### src/rtl/colisor_pkg.sv
// colisor_pkg: shared types and constants for the shot collision resolver.
//   state_t  : resolver FSM states
//   AGUA/NAVIO/ACERTO/ERRO : 2-bit board cell encodings
//   result_t : shot result codes reported to game control
//   cell_lsb : bit position of a cell's low bit inside a 64-bit board row
package colisor_pkg;

    typedef enum logic [2:0] {
        IDLE    = 3'd0,
        REQ     = 3'd1,
        CHECK   = 3'd2,
        WRITE   = 3'd3,
        RELEASE = 3'd4
    } state_t;

    localparam logic [1:0] AGUA   = 2'b00;  // water, never shot
    localparam logic [1:0] NAVIO  = 2'b01;  // ship, never shot
    localparam logic [1:0] ACERTO = 2'b10;  // ship already hit
    localparam logic [1:0] ERRO   = 2'b11;  // water already shot

    typedef enum logic [1:0] {
        MISS   = 2'b00,
        HIT    = 2'b01,
        REPEAT = 2'b10
    } result_t;

    // Cell c lives in bits [2c+1:2c].
    function automatic logic [5:0] cell_lsb(input logic [4:0] col);
        return {col, 1'b0};
    endfunction

endpackage

### src/rtl/colisor_if.sv
// colisor_if: collider port between the resolver and the memory controller.
//   readyColisor    : request/ownership of the collider port
//   jogadorColisor  : board selected (0 = player 1, 1 = player 2)
//   colisor_addr    : board row address
//   colisor_data    : row written back
//   colisor_wrep1/2 : write enables for player 1 / player 2 memory
//   dataReadColisor : row returned by the controller
// master = resolver side, slave = controller side.
interface colisor_if;
    logic        readyColisor;
    logic        jogadorColisor;
    logic [4:0]  colisor_addr;
    logic [63:0] colisor_data;
    logic        colisor_wrep1;
    logic        colisor_wrep2;
    logic [63:0] dataReadColisor;

    modport master (
        output readyColisor,
        output jogadorColisor,
        output colisor_addr,
        output colisor_data,
        output colisor_wrep1,
        output colisor_wrep2,
        input  dataReadColisor
    );

    modport slave (
        input  readyColisor,
        input  jogadorColisor,
        input  colisor_addr,
        input  colisor_data,
        input  colisor_wrep1,
        input  colisor_wrep2,
        output dataReadColisor
    );
endinterface

### src/rtl/colisor_celula.sv
// colisor_celula: combinational classification of one shot against a board row.
//   i_row          : 64-bit board row as read from memory
//   i_col          : target column 0..31
//   o_cell_cur     : cell currently stored at i_col
//   o_cell_new     : cell value after the shot
//   o_code         : MISS / HIT / REPEAT
//   o_write_needed : row must be written back (first shot on this cell)
//   o_row_new      : i_row with only the target cell replaced
module colisor_celula
    import colisor_pkg::*;
(
    input  logic [63:0] i_row,
    input  logic [4:0]  i_col,
    output logic [1:0]  o_cell_cur,
    output logic [1:0]  o_cell_new,
    output result_t     o_code,
    output logic        o_write_needed,
    output logic [63:0] o_row_new
);

    assign o_cell_cur = i_row[cell_lsb(i_col) +: 2];

    always_comb begin
        o_cell_new     = o_cell_cur;
        o_code         = REPEAT;
        o_write_needed = 1'b0;
        case (o_cell_cur)
            NAVIO: begin
                o_cell_new     = ACERTO;
                o_code         = HIT;
                o_write_needed = 1'b1;
            end
            AGUA: begin
                o_cell_new     = ERRO;
                o_code         = MISS;
                o_write_needed = 1'b1;
            end
            default: ;
        endcase
    end

    always_comb begin
        o_row_new                         = i_row;
        o_row_new[cell_lsb(i_col) +: 2]   = o_cell_new;
    end

endmodule

### src/rtl/colisor_tiro.sv
// colisor_tiro: collision resolver, client end of the memory controller's
// collider port. Takes one shot from game control, reads the target row,
// classifies the cell, writes the updated row back and reports the result.
//
// Ports:
//   clk, resetGeral (async, active low)
//   shot_valid/shot_ready, shot_row, shot_col, shot_player : shot request
//   bus (colisor_if.master) : collider port to the memory controller
//   result_valid (1-cycle pulse), result_code (held), busy
//   acertos_p1/acertos_p2/fim_jogo : scoreboard, only with COLISOR_PLACAR_EN
//
// Build option: define COLISOR_PLACAR_EN to add per-player hit counters and
// the end-of-game flag that blocks further shots.
//
// RD_WAIT must be 1..15 (4-bit saturating wait counter); WR_HOLD likewise.
//
// state   | meaning
// --------+-----------------------------------------------------------
// IDLE    | waiting for a shot, shot_ready high
// REQ     | collider port requested, waiting RD_WAIT cycles for the row
// CHECK   | classify the captured row, build the write-back row
// WRITE   | write enable held WR_HOLD cycles with stable addr/data
// RELEASE | port released, result_valid pulse, back to IDLE
module colisor_tiro
    import colisor_pkg::*;
#(
    parameter int RD_WAIT    = 4,
    parameter int WR_HOLD    = 2
`ifdef COLISOR_PLACAR_EN
    ,
    parameter int SHIP_CELLS = 17
`endif
) (
    input  logic        clk,
    input  logic        resetGeral,
    input  logic        shot_valid,
    output logic        shot_ready,
    input  logic [4:0]  shot_row,
    input  logic [4:0]  shot_col,
    input  logic        shot_player,
    colisor_if.master   bus,
    output logic        result_valid,
    output logic [1:0]  result_code,
    output logic        busy
`ifdef COLISOR_PLACAR_EN
    ,
    output logic [5:0]  acertos_p1,
    output logic [5:0]  acertos_p2,
    output logic        fim_jogo
`endif
);

    state_t      r_state;
    state_t      w_state_nxt;
    logic [4:0]  r_row;
    logic [4:0]  r_col;
    logic        r_player;
    logic [3:0]  r_wait;
    logic [3:0]  r_hold;
    logic [63:0] r_rd;
    logic [63:0] r_wdata;
    result_t     r_code_pend;
    result_t     r_result_code;

    logic [1:0]  w_cell_cur;
    logic [1:0]  w_cell_new;
    result_t     w_code;
    logic        w_write_needed;
    logic [63:0] w_row_new;
    logic        w_accept;
    logic        w_wait_last;
    logic        w_hold_last;

    colisor_celula u_celula (
        .i_row          (r_rd),
        .i_col          (r_col),
        .o_cell_cur     (w_cell_cur),
        .o_cell_new     (w_cell_new),
        .o_code         (w_code),
        .o_write_needed (w_write_needed),
        .o_row_new      (w_row_new)
    );

`ifdef COLISOR_PLACAR_EN
    logic [5:0] r_acertos_p1;
    logic [5:0] r_acertos_p2;
    logic       w_fim;

    // Counters saturate at SHIP_CELLS and only reset clears them, so a
    // combinational compare already behaves as a sticky flag.
    assign w_fim      = (r_acertos_p1 == 6'(SHIP_CELLS)) ||
                        (r_acertos_p2 == 6'(SHIP_CELLS));
    assign shot_ready = (r_state == IDLE) && !w_fim;
    assign acertos_p1 = r_acertos_p1;
    assign acertos_p2 = r_acertos_p2;
    assign fim_jogo   = w_fim;

    always_ff @(posedge clk or negedge resetGeral) begin
        if (!resetGeral) begin
            r_acertos_p1 <= '0;
            r_acertos_p2 <= '0;
        end else if (r_state == RELEASE && r_result_code == HIT) begin
            if (r_player) begin
                if (r_acertos_p2 < 6'(SHIP_CELLS))
                    r_acertos_p2 <= r_acertos_p2 + 6'd1;
            end else begin
                if (r_acertos_p1 < 6'(SHIP_CELLS))
                    r_acertos_p1 <= r_acertos_p1 + 6'd1;
            end
        end
    end
`else
    assign shot_ready = (r_state == IDLE);
`endif

    assign w_accept    = shot_valid && shot_ready;
    assign w_wait_last = (r_wait == 4'(RD_WAIT - 1));
    assign w_hold_last = (r_hold == 4'(WR_HOLD - 1));

    always_ff @(posedge clk or negedge resetGeral) begin
        if (!resetGeral) r_state <= IDLE;
        else             r_state <= w_state_nxt;
    end

    always_comb begin
        w_state_nxt = r_state;
        case (r_state)
            IDLE:    if (w_accept)    w_state_nxt = REQ;
            REQ:     if (w_wait_last) w_state_nxt = CHECK;
            CHECK:   w_state_nxt = w_write_needed ? WRITE : RELEASE;
            WRITE:   if (w_hold_last) w_state_nxt = RELEASE;
            RELEASE: w_state_nxt = IDLE;
            default: w_state_nxt = IDLE;
        endcase
    end

    // Outputs decode the state register directly so an async reset drops
    // the write enables and the port request immediately.
    always_comb begin
        bus.readyColisor  = 1'b0;
        bus.colisor_wrep1 = 1'b0;
        bus.colisor_wrep2 = 1'b0;
        result_valid      = 1'b0;
        busy              = (r_state != IDLE);
        case (r_state)
            REQ, CHECK: bus.readyColisor = 1'b1;
            WRITE: begin
                bus.readyColisor  = 1'b1;
                bus.colisor_wrep1 = !r_player;
                bus.colisor_wrep2 = r_player;
            end
            RELEASE: result_valid = 1'b1;
            default: ;
        endcase
    end

    assign bus.jogadorColisor = r_player;
    assign bus.colisor_addr   = r_row;
    assign bus.colisor_data   = r_wdata;
    assign result_code        = r_result_code;

    always_ff @(posedge clk or negedge resetGeral) begin
        if (!resetGeral) begin
            r_row         <= '0;
            r_col         <= '0;
            r_player      <= 1'b0;
            r_wait        <= '0;
            r_hold        <= '0;
            r_rd          <= '0;
            r_wdata       <= '0;
            r_code_pend   <= MISS;
            r_result_code <= MISS;
        end else begin
            if (r_state == IDLE && w_accept) begin
                r_row    <= shot_row;
                r_col    <= shot_col;
                r_player <= shot_player;
            end

            if (r_state == REQ && !w_wait_last) begin
                if (r_wait != 4'hF) r_wait <= r_wait + 4'd1;
            end else begin
                r_wait <= '0;
            end

            if (r_state == WRITE && !w_hold_last) begin
                if (r_hold != 4'hF) r_hold <= r_hold + 4'd1;
            end else begin
                r_hold <= '0;
            end

            if (r_state == REQ && w_wait_last)
                r_rd <= bus.dataReadColisor;

            if (r_state == CHECK) begin
                r_wdata     <= w_row_new;
                r_code_pend <= w_code;
            end

            // The visible code changes only as RELEASE begins, so the previous
            // result stays on result_code for the whole operation.
            if (r_state != RELEASE && w_state_nxt == RELEASE)
                r_result_code <= (r_state == CHECK) ? w_code : r_code_pend;
        end
    end

    a_wrep_excl: assert property (@(posedge clk) disable iff (!resetGeral)
        !(bus.colisor_wrep1 && bus.colisor_wrep2));

    // Every shot cell ends in a "shot" encoding; only unshot cells are written.
    a_cell_rule: assert property (@(posedge clk) disable iff (!resetGeral)
        (r_state == CHECK) |-> (w_cell_new[1] && (w_write_needed == !w_cell_cur[1])));

endmodule
### src/flat_wrapper.sv
// flat-port wrapper written by rule: the top's interface ports become plain ports
module colisor_tiro_flat import colisor_pkg::*;
#(
    parameter int RD_WAIT    = 4,
    parameter int WR_HOLD    = 2

)
  (clk, resetGeral, shot_valid, shot_ready, shot_row, shot_col, shot_player, result_valid, result_code, busy, bus_readyColisor, bus_jogadorColisor, bus_colisor_addr, bus_colisor_data, bus_colisor_wrep1, bus_colisor_wrep2, bus_dataReadColisor);
  colisor_if bus_i ();
  input  logic clk;
  input  logic resetGeral;
  input  logic shot_valid;
  output logic shot_ready;
  input  logic [4:0] shot_row;
  input  logic [4:0] shot_col;
  input  logic shot_player;
  output logic result_valid;
  output logic [1:0] result_code;
  output logic busy;
  output wire logic [$bits(bus_i.readyColisor)-1:0] bus_readyColisor;
  output wire logic [$bits(bus_i.jogadorColisor)-1:0] bus_jogadorColisor;
  output wire logic [$bits(bus_i.colisor_addr)-1:0] bus_colisor_addr;
  output wire logic [$bits(bus_i.colisor_data)-1:0] bus_colisor_data;
  output wire logic [$bits(bus_i.colisor_wrep1)-1:0] bus_colisor_wrep1;
  output wire logic [$bits(bus_i.colisor_wrep2)-1:0] bus_colisor_wrep2;
  input wire logic [$bits(bus_i.dataReadColisor)-1:0] bus_dataReadColisor;
  assign bus_readyColisor = bus_i.readyColisor;
  assign bus_jogadorColisor = bus_i.jogadorColisor;
  assign bus_colisor_addr = bus_i.colisor_addr;
  assign bus_colisor_data = bus_i.colisor_data;
  assign bus_colisor_wrep1 = bus_i.colisor_wrep1;
  assign bus_colisor_wrep2 = bus_i.colisor_wrep2;
  assign bus_i.dataReadColisor = bus_dataReadColisor;
  colisor_tiro #(.RD_WAIT(RD_WAIT), .WR_HOLD(WR_HOLD)) u_core (.clk(clk), .resetGeral(resetGeral), .shot_valid(shot_valid), .shot_ready(shot_ready), .shot_row(shot_row), .shot_col(shot_col), .shot_player(shot_player), .bus(bus_i), .result_valid(result_valid), .result_code(result_code), .busy(busy));
endmodule
### config.mk
export PLATFORM = sky130hd
export DESIGN_NAME = colisor_tiro_flat
export DESIGN_NICKNAME = d
export VERILOG_FILES = /design/src/rtl/colisor_pkg.sv /design/src/rtl/colisor_if.sv /design/src/rtl/colisor_celula.sv /design/src/rtl/colisor_tiro.sv /design/src/flat_wrapper.sv
export SDC_FILE = /design/constraint.sdc
export NUM_CORES = 1
export LEC_CHECK = 0
export CAP_MARGIN = 20
export CELL_PAD_IN_SITES_DETAIL_PLACEMENT = 1
export CELL_PAD_IN_SITES_GLOBAL_PLACEMENT = 2
export CORE_MARGIN = 2
export CORE_UTILIZATION = 30
export DETAILED_ROUTE_END_ITERATION = 8
export HOLD_SLACK_MARGIN = 0.15
export PLACE_DENSITY = 0.84
export SLEW_MARGIN = 20
export SYNTH_ARGS = -nofsm -noshare
export SYNTH_HDL_FRONTEND = slang
export SYNTH_HIERARCHICAL = 1
export SYNTH_SLANG_ARGS = --single-unit
### constraint.sdc
create_clock -name clk -period 3 [get_ports clk]
set_input_delay 0.6 -clock clk [delete_from_list [all_inputs] [get_ports clk]]
set_output_delay 0.6 -clock clk [all_outputs]
set_load 0.02 [all_outputs]
After elaboration in Yosys (flattened, before gate mapping)
Cells that the tools add are included.

Logic and storage cells: 61. Output and inout bits: 78. Flip-flop bits (word level): 154. Bits of input ports: 78.

$add $sub $neg: 3. Mux-type cells: 18. Shift operators: 3. Reduce and logical (&&, ||, !) cells: 14. Eq/ne operators: 13.

Operators by type and width (number): 64-bit bitwise mux (1); 2-bit by 8-bit variable shift with 64-bit output, first input constant (1); 2-bit by 8-bit indexed part select with 64-bit output (1); 64-bit by 7-bit indexed part select with 2-bit output (1); 4-bit two-way mux (4); 3-bit two-way mux (4); 3-bit case mux with 4 select lines (1); 4-bit by 1-bit adder with 4-bit output, second input constant (2); 4-bit != test, second input constant (2); 6-bit negation with 8-bit output (1); 2-bit case mux with 2 select lines (2); 3-bit by 2-bit == test with 1-bit output, second input constant (2); 3-bit == test, second input constant (2); 1-bit logical AND (6); 1-bit two-way mux (5); 4-bit by 1-bit == test with 1-bit output, second input constant (1); 4-bit by 2-bit == test with 1-bit output, second input constant (1); 2-bit != test, second input constant (2); 3-bit by 1-bit == test with 1-bit output, second input constant (1); 1-bit logical NOT (3); 3-bit logical NOT (1); 3-bit != test, second input constant (1); 3-bit nonzero test (1); 3-bit OR reduction (1); other kinds (4) (4).

Depth between registers and ports, before layout
Gate-level depths: netlist of the first run.

Word-level depth: 8. Gate-level depth with buffers: 13. Depth with buffers taken out: 9.

By module
Netlist of the first run, hierarchy kept.

By module, submodules not included: colisor_tiro (sequential area each 3853.7 sq um, area each 6132.1 sq um, times used 1, cells each 375); colisor_celula (sequential area each 0.0 sq um, area each 2024.4 sq um, times used 1, cells each 223).

Worst setup path before layout of the first run
No wires, ideal clock.

Path type: reg-to-reg. From: reg u_core.r_col[0]. To: reg u_core.r_wdata[42], in the netlist u_core/bus.colisor_data[42]. Clock period less this slack: 3.342 ns. Setup slack: -0.342 ns. Arrival: 3.218 ns. Buffers on the path: 5. Cell stages (with the launch flop): 14. Path through: dfrtp_1 -> buf_2 -> buf_2 -> buf_2 -> mux4_2 -> nand2_1 -> a41o_1 -> ha_1 -> buf_4 -> or3b_2 -> clkbuf_1 -> nor3_1 -> mux2_1 -> mux2_2.

Cells in the longest elaborated chain, start to end: 5.

Ends and longest elaborated chain: start, declared (line colisor_tiro.sv:56) `logic [4:0] r_col;`; start signal, assigned (line colisor_tiro.sv:176) `r_col <= shot_col;`; 64-bit by 7-bit indexed part select with 2-bit output * (line colisor_celula.sv:21) `assign o_cell_cur = i_row[cell_lsb(i_col) +: 2];`; 2-bit by 1-bit == test with 1-bit output or 2-bit logical NOT (tied branches) (line colisor_celula.sv:27) `case (o_cell_cur)`; 2-bit case mux with 2 select lines * (line colisor_celula.sv:27); net u_core.w_cell_new[0] (line colisor_tiro.sv:66) `logic [1:0] w_cell_new;`; 2-bit by 8-bit indexed part select with 64-bit output * (line colisor_celula.sv:44) `o_row_new[cell_lsb(i_col) +: 2] = o_cell_new;`; 64-bit bitwise mux * (line colisor_celula.sv:44); net u_core.w_row_new[42] (line colisor_tiro.sv:69) `logic [63:0] w_row_new;`; end signal, assigned (line colisor_tiro.sv:196) `r_wdata <= w_row_new;`; end, declared (line colisor_tiro.sv:61) `logic [63:0] r_wdata;`.

Mark *: on every way through the listed nets, which the timed path passes. The rest lies on a longest branch. A chain may end at the register's enable or synchronous reset.

Final worst setup path of the first run
From: reg u_core.r_col[0]. To: reg u_core.r_wdata[46], in the netlist u_core/bus.colisor_data[46].

Same word-level chain as after synthesis.

==> flow_metrics.env, run 1 <==
export IMPL_setup_viol=0
export IMPL_ant_nets=0
export IMPL_ir_drop_uv=627
export IMPL_wl_um=25400
export IMPL_maxCapViolations=0
export IMPL_fin_skew_ps=12.7
export IMPL_grt_pass1_vias=6124
export IMPL_die_area_sq_um=28500
export IMPL_path_cells="buf_12 -> mux4_2 -> a22o_1 -> nor3_2 -> a41o_1 -> ha_4 -> or3b_4 -> nor3_2 -> mux2_1 -> mux2_2"
export IMPL_viasPerCell=5.04
export IMPL_syn_area_sq_um=8150
export IMPL_die_height_um=169
export IMPL_antenna_found_initial=0
export IMPL_synth_fp_nets=682
export IMPL_leakage_uw=0.00472
export IMPL_finalCriticalPeriod_ps=2990
export IMPL_drv_slew=0
export IMPL_initial_core_util_pct=30.4
export IMPL_netlist_instances=596
export IMPL_critPathBufInv=1
export IMPL_cts_tree="yes"
export IMPL_startpoint_type="flop"
export IMPL_path_common_cell="nor3_2"
export IMPL_cts_buffer_depth=2
export IMPL_finalHoldViolCount=0
export IMPL_io_pins=156
export IMPL_hp_class="input port to asynchronous set/reset pin"
export IMPL_tightest_slew_ps=654
export IMPL_post_route_util_pct=41.3
export IMPL_io_buffer_count=155
export IMPL_period_share_pct=99.8
export IMPL_path_max_fanout=6
export IMPL_die_x_um=169
export IMPL_grt_start_max_net_pins=60
export IMPL_numCtsBuffers=17
export IMPL_grt_overflow_total=0
export IMPL_power_per_cell_area_nw_per_um2=1290
export IMPL_crit_slowest_cell="mux4_2"
export IMPL_crit_start="u_core/r_col[0]"
export IMPL_grt_pass1_wl_um=38200
export IMPL_drive_gt1_share_pct=41.3
export IMPL_cpPeakStageDelay_ps=490
export IMPL_regToRegStartpoint="u_core/r_col[0]"
export IMPL_hpwl_um=19000
export IMPL_drt_iter0_drc=270
export IMPL_end_kind="flop"
export IMPL_layout_nets=864
export IMPL_vias=5709
export IMPL_cts_sinks=154
export IMPL_fin_cells=1132
export IMPL_status="finished, final reports clean"
export IMPL_coreArea_sq_um=26800
export IMPL_reg2reg_depth=10
export IMPL_max_freq_mhz=334
export IMPL_fin_area_sq_um=11100
export IMPL_root_buffer="clkbuf_16"
export IMPL_grt_use_total_pct=17.9
export IMPL_hold_slack_ps=145
export IMPL_relSlewSlack_pct=56.4
export IMPL_wl_per_cell_um=22.4
export IMPL_gp_congestion=0.907
export IMPL_finalSetupTns_ps=0
export IMPL_syn_to_final_growth_pct=36.0
export IMPL_crit_family="multiplexers"
export IMPL_crit_type="flop to flop"
export IMPL_drc_errors=0
export IMPL_ys_warn_count=6
export IMPL_antenna_cells=0
export IMPL_crit_arrival_ps=3310
export IMPL_h_tree_depth=4
export IMPL_place_area_sq_um=10300
export IMPL_worstPathRequired_ps=3320
export IMPL_rows=60
export IMPL_drt_pass1_iter_count=4
export IMPL_clkLatencyLatePin_ps=430
export IMPL_timing_rr_end="u_core/bus.colisor_data[46]"
export IMPL_clk_pin_slew_ps=70
export IMPL_avgSynthCellArea_sq_um=13.7
export IMPL_rsz0062_at_grt="true"
export IMPL_dp_cells=1096
export IMPL_r2r_slack_ps=7
[per-stage QoR]
stage	setup WS [ps]	power (uW)
floorplan	-28.5	8460
global placement	-119	11600
detailed placement	-149	11700
CTS	2.96	14100
global route	-65.9	15100
finish	6.85	14300
[worst max-delay path by stage]
stage | endpoint | slack [ps] | cells past startpoint
after floorplan | u_core/bus.colisor_data[42] | -30 | 13
after global placement | u_core/bus.colisor_data[14] | -120 | 10
after detailed placement | u_core/bus.colisor_data[14] | -150 | 10
after CTS | u_core/bus.colisor_data[18] | 3 | 11
after global routing | u_core/bus.colisor_data[46] | -70 | 10
final | u_core/bus.colisor_data[46] | 7 | 10
[per-layer routing]
metal | global-route usage, % | wire length, um | vias up
li1 | - | - | 2566
met1 | 24.7 | 11600 | 2947
met2 | 29.0 | 12200 | 165
met3 | 3.13 | 1050 | 31
met4 | 5.17 | 445 | 0
met5 | 0 | 0 | -
[state kept, by name, summed over array words and instances, names as in the netlist]
signal / flops
u_core/bus.colisor_data: 64
u_core/r_col: 5
u_core/r_rd: 64
u_core/r_hold: 4
u_core/result_code: 2
u_core/bus.jogadorColisor: 1
u_core/bus.colisor_addr: 5
u_core/r_code_pend: 2
u_core/r_wait: 4
u_core/r_state: 3
[cell usage in the layout (no fill, tap or decap), types with 4 or more instances in the layout]
cell             instances
a31oi_1                  4
and3_1                   4
buf_12                   9
buf_4                   36
clkbuf_16               18
clkdlybuf4s50_1        154
clkinv_2                 4
clkinvlp_4               4
dfrtp_1                153
ha_1                     7
inv_1                    8
mux2_1                   5
mux2_2                 133
mux2_4                  59
mux2i_1                  9
mux4_2                  12
nand2_1                  8
nand2b_1                 5
nand3_1                 15
nand3_2                  7
nor2_1                  23
nor2b_1                  5
nor3_1                   6
nor3_2                  10
o211ai_1                12
or2_2                    4
[what timing repair did]
| item | CTS | global route |
|---|---|---|
| setup endpoints to repair | 13 | 32 |
| buffers inserted | 0 | 3 |
| resized for setup | 9 | 15 |
| hold buffers | 0 | 0 |
| pin swaps | 0 | 2 |
| cloned | 0 | 1 |
[final cells by class]
class                      count  area, sq um
clock buffer                  21          470
clock inverter                11          119
fill                        2796        15700
inverter                       8         30.0
multi-input combinational    395         4140
sequential                   154         3850
tap                          341          427
timing repair buffer         202         2040
[power breakdown]
part | internal [uW] | total [uW] | leakage, uW | switching [uW]
Clock | 1290 | 2200 | 0.000281 | 909
Sequential | 3120 | 4100 | 0.00181 | 980
Combinational | 4220 | 8010 | 0.00263 | 3790
No activity file was read; power rests on OpenSTA's default activity.
==> run 2, diff against run 1 <==
--- a/config.mk
+++ b/config.mk
@@ -5,10 +5,8 @@
 export SDC_FILE = /design/constraint.sdc
 export NUM_CORES = 1
 export LEC_CHECK = 0
-export CAP_MARGIN = 20
 export CELL_PAD_IN_SITES_DETAIL_PLACEMENT = 1
 export CELL_PAD_IN_SITES_GLOBAL_PLACEMENT = 2
-export CORE_MARGIN = 2
 export CORE_UTILIZATION = 30
 export DETAILED_ROUTE_END_ITERATION = 8
 export HOLD_SLACK_MARGIN = 0.15
==> flow_metrics.env, run 2 (synthesis results as in run 1) <==
export IMPL_multiInputGateArea_sq_um=4190
export IMPL_gp_congestion=0.834
export IMPL_fin_skew_ps=6.54
export IMPL_crit_arrival_ps=3300
export IMPL_io_buffer_count=155
export IMPL_final_common_cell="clkdlybuf4s50_1"
export IMPL_startpoint_type="flop"
export IMPL_hp_class="flop to flop"
export IMPL_regToRegStartpoint="u_core/r_col[0]"
export IMPL_path_max_fanout=6
export IMPL_crit_type="flop to flop"
export IMPL_initial_core_util_pct=30.9
export IMPL_grt_start_max_net_pins=75
export IMPL_drt_iter0_drc=302
export IMPL_drt_pass1_iter_count=4
export IMPL_drive_gt1_share_pct=42.7
export IMPL_relSlewSlack_pct=51.6
export IMPL_holdCritStartpoint="u_core/bus.colisor_data[19]"
export IMPL_ir_drop_uv=662
export IMPL_num_fill_cells=2726
export IMPL_drv_slew=0
export IMPL_viasPerCell=5.02
export IMPL_root_buffer="clkbuf_16"
export IMPL_io_pins=156
export IMPL_end_kind="flop"
export IMPL_worstPathRequired_ps=3310
export IMPL_die_height_um=167
export IMPL_grtUsageMet1_pct=24.9
export IMPL_cts_sinks=154
export IMPL_wl_um=25400
export IMPL_dp_cells=1092
export IMPL_reg2reg_depth=10
export IMPL_syn_to_final_growth_pct=37.4
export IMPL_wl_per_cell_um=22.4
export IMPL_grt_busiest_layer="met2"
export IMPL_antenna_cells=0
export IMPL_ff_latch_area_sq_um=3850
export IMPL_finalHoldViolCount=0
export IMPL_layout_nets=878
export IMPL_worstHoldPathCells=1
export IMPL_post_route_util_pct=42.5
export IMPL_vias=5716
export IMPL_met2_usage_pct=31.4
export IMPL_crit_start="u_core/r_col[0]"
export IMPL_fin_cells=1138
export IMPL_h_tree_depth=4
export IMPL_coreArea_sq_um=26400
export IMPL_grt_overflow_total=0
export IMPL_ant_nets=0
export IMPL_hpwl_um=18800
export IMPL_drc_errors=0
export IMPL_leakage_uw=0.00479
export IMPL_die_area_sq_um=27800
export IMPL_antenna_found_initial=1
export IMPL_met3_usage_pct=3.90
export IMPL_clk_pin_slew_ps=60
export IMPL_grt_use_total_pct=19.0
export IMPL_power_per_cell_area_nw_per_um2=1310
export IMPL_numCtsBuffers=17
export IMPL_grt_pass1_wl_um=39500
export IMPL_max_freq_mhz=334
export IMPL_period_share_pct=99.7
export IMPL_status="finished, final reports clean"
export IMPL_cts_buffer_depth=2
export IMPL_final_cell_mix="clkdlybuf4s50_1, dfrtp_1, mux2_2"
export IMPL_tightest_slew_ps=723
export IMPL_maxCapViolations=0
export IMPL_clkLatencyLatePin_ps=430
export IMPL_rsz0062_at_grt="true"
export IMPL_setup_viol=0
export IMPL_rows=59
export IMPL_die_x_um=167
export IMPL_grt_pass1_vias=6267
export IMPL_finalCriticalPeriod_ps=2990
export IMPL_cts_tree="yes"
run 2: what timing repair did:
action,CTS,global route
setup endpoints to repair,24,28
resized for setup,9,24
gates cloned,1,0
hold buffers,1,0
pin swaps,1,3
endpoints found under the hold margin,46,0
buffers inserted,15,1
run 2: where the power goes:
| part | total [uW] | switching (uW) | internal, uW |
|---|---|---|---|
| Clock | 2250 | 885 | 1370 |
| Combinational | 8260 | 3880 | 4380 |
| Sequential | 4100 | 979 | 3120 |
| Total | 14600 | 5750 | 8870 |
run 2: per-layer routing:
layer | routed length, um | share of wire, %
met5 | 18 | 0.071
met4 | 512 | 2.0
met3 | 1120 | 4.4
met2 | 12500 | 49
met1 | 11200 | 44
run 2: metrics by stage:
| stage | hold slack [ps] | instance area, sq um | worst slack [ps] | TNS (ps) | power (uW) |
|---|---|---|---|---|---|
| final | 508 | 11200 | 7.70 | 0 | 14600 |
| after floorplan | 304 | 8200 | -28.5 | -264 | 8460 |
| after detailed placement | 496 | 10300 | -213 | -2130 | 11700 |
| after CTS | 510 | 11100 | -10.6 | -30.0 | 14500 |
| after global routing | 521 | 11200 | -72.8 | -636 | 15400 |
| after global placement | 488 | 10300 | -71.4 | -502 | 11500 |
run 2: layout make-up:
cell class	instances	share of cell area [%]
Sequential cell	154	34.4
Clock buffer	20	4.17
Inverter	8	0.268
Clock inverter	10	1.27
Tap cell	335	3.74
Multi-Input combinational cell	395	37.5
Timing Repair Buffer	216	18.7
run 2: worst max-delay path: stages, from the launching register on:
cell     delay (ps)
dfrtp_2         420
buf_12          140
mux4_2          520
a22o_1          260
nor3_4          170
a41o_1          180
ha_4            230
or3b_4          330
nor3_2           80
mux2_4          290
mux2_2          260
run 2: final timing paths:
path,endpoint,slack (ps)
setup / recovery,u_core/bus.colisor_data[6],8
hold / removal,u_core/bus.colisor_data[19],510
setup reg to reg,u_core/bus.colisor_data[6],8
hold reg to reg,u_core/bus.colisor_data[19],510
max in group asynchronous,u_core/r_col[0],1440
min in group asynchronous,u_core/bus.colisor_addr[2],680
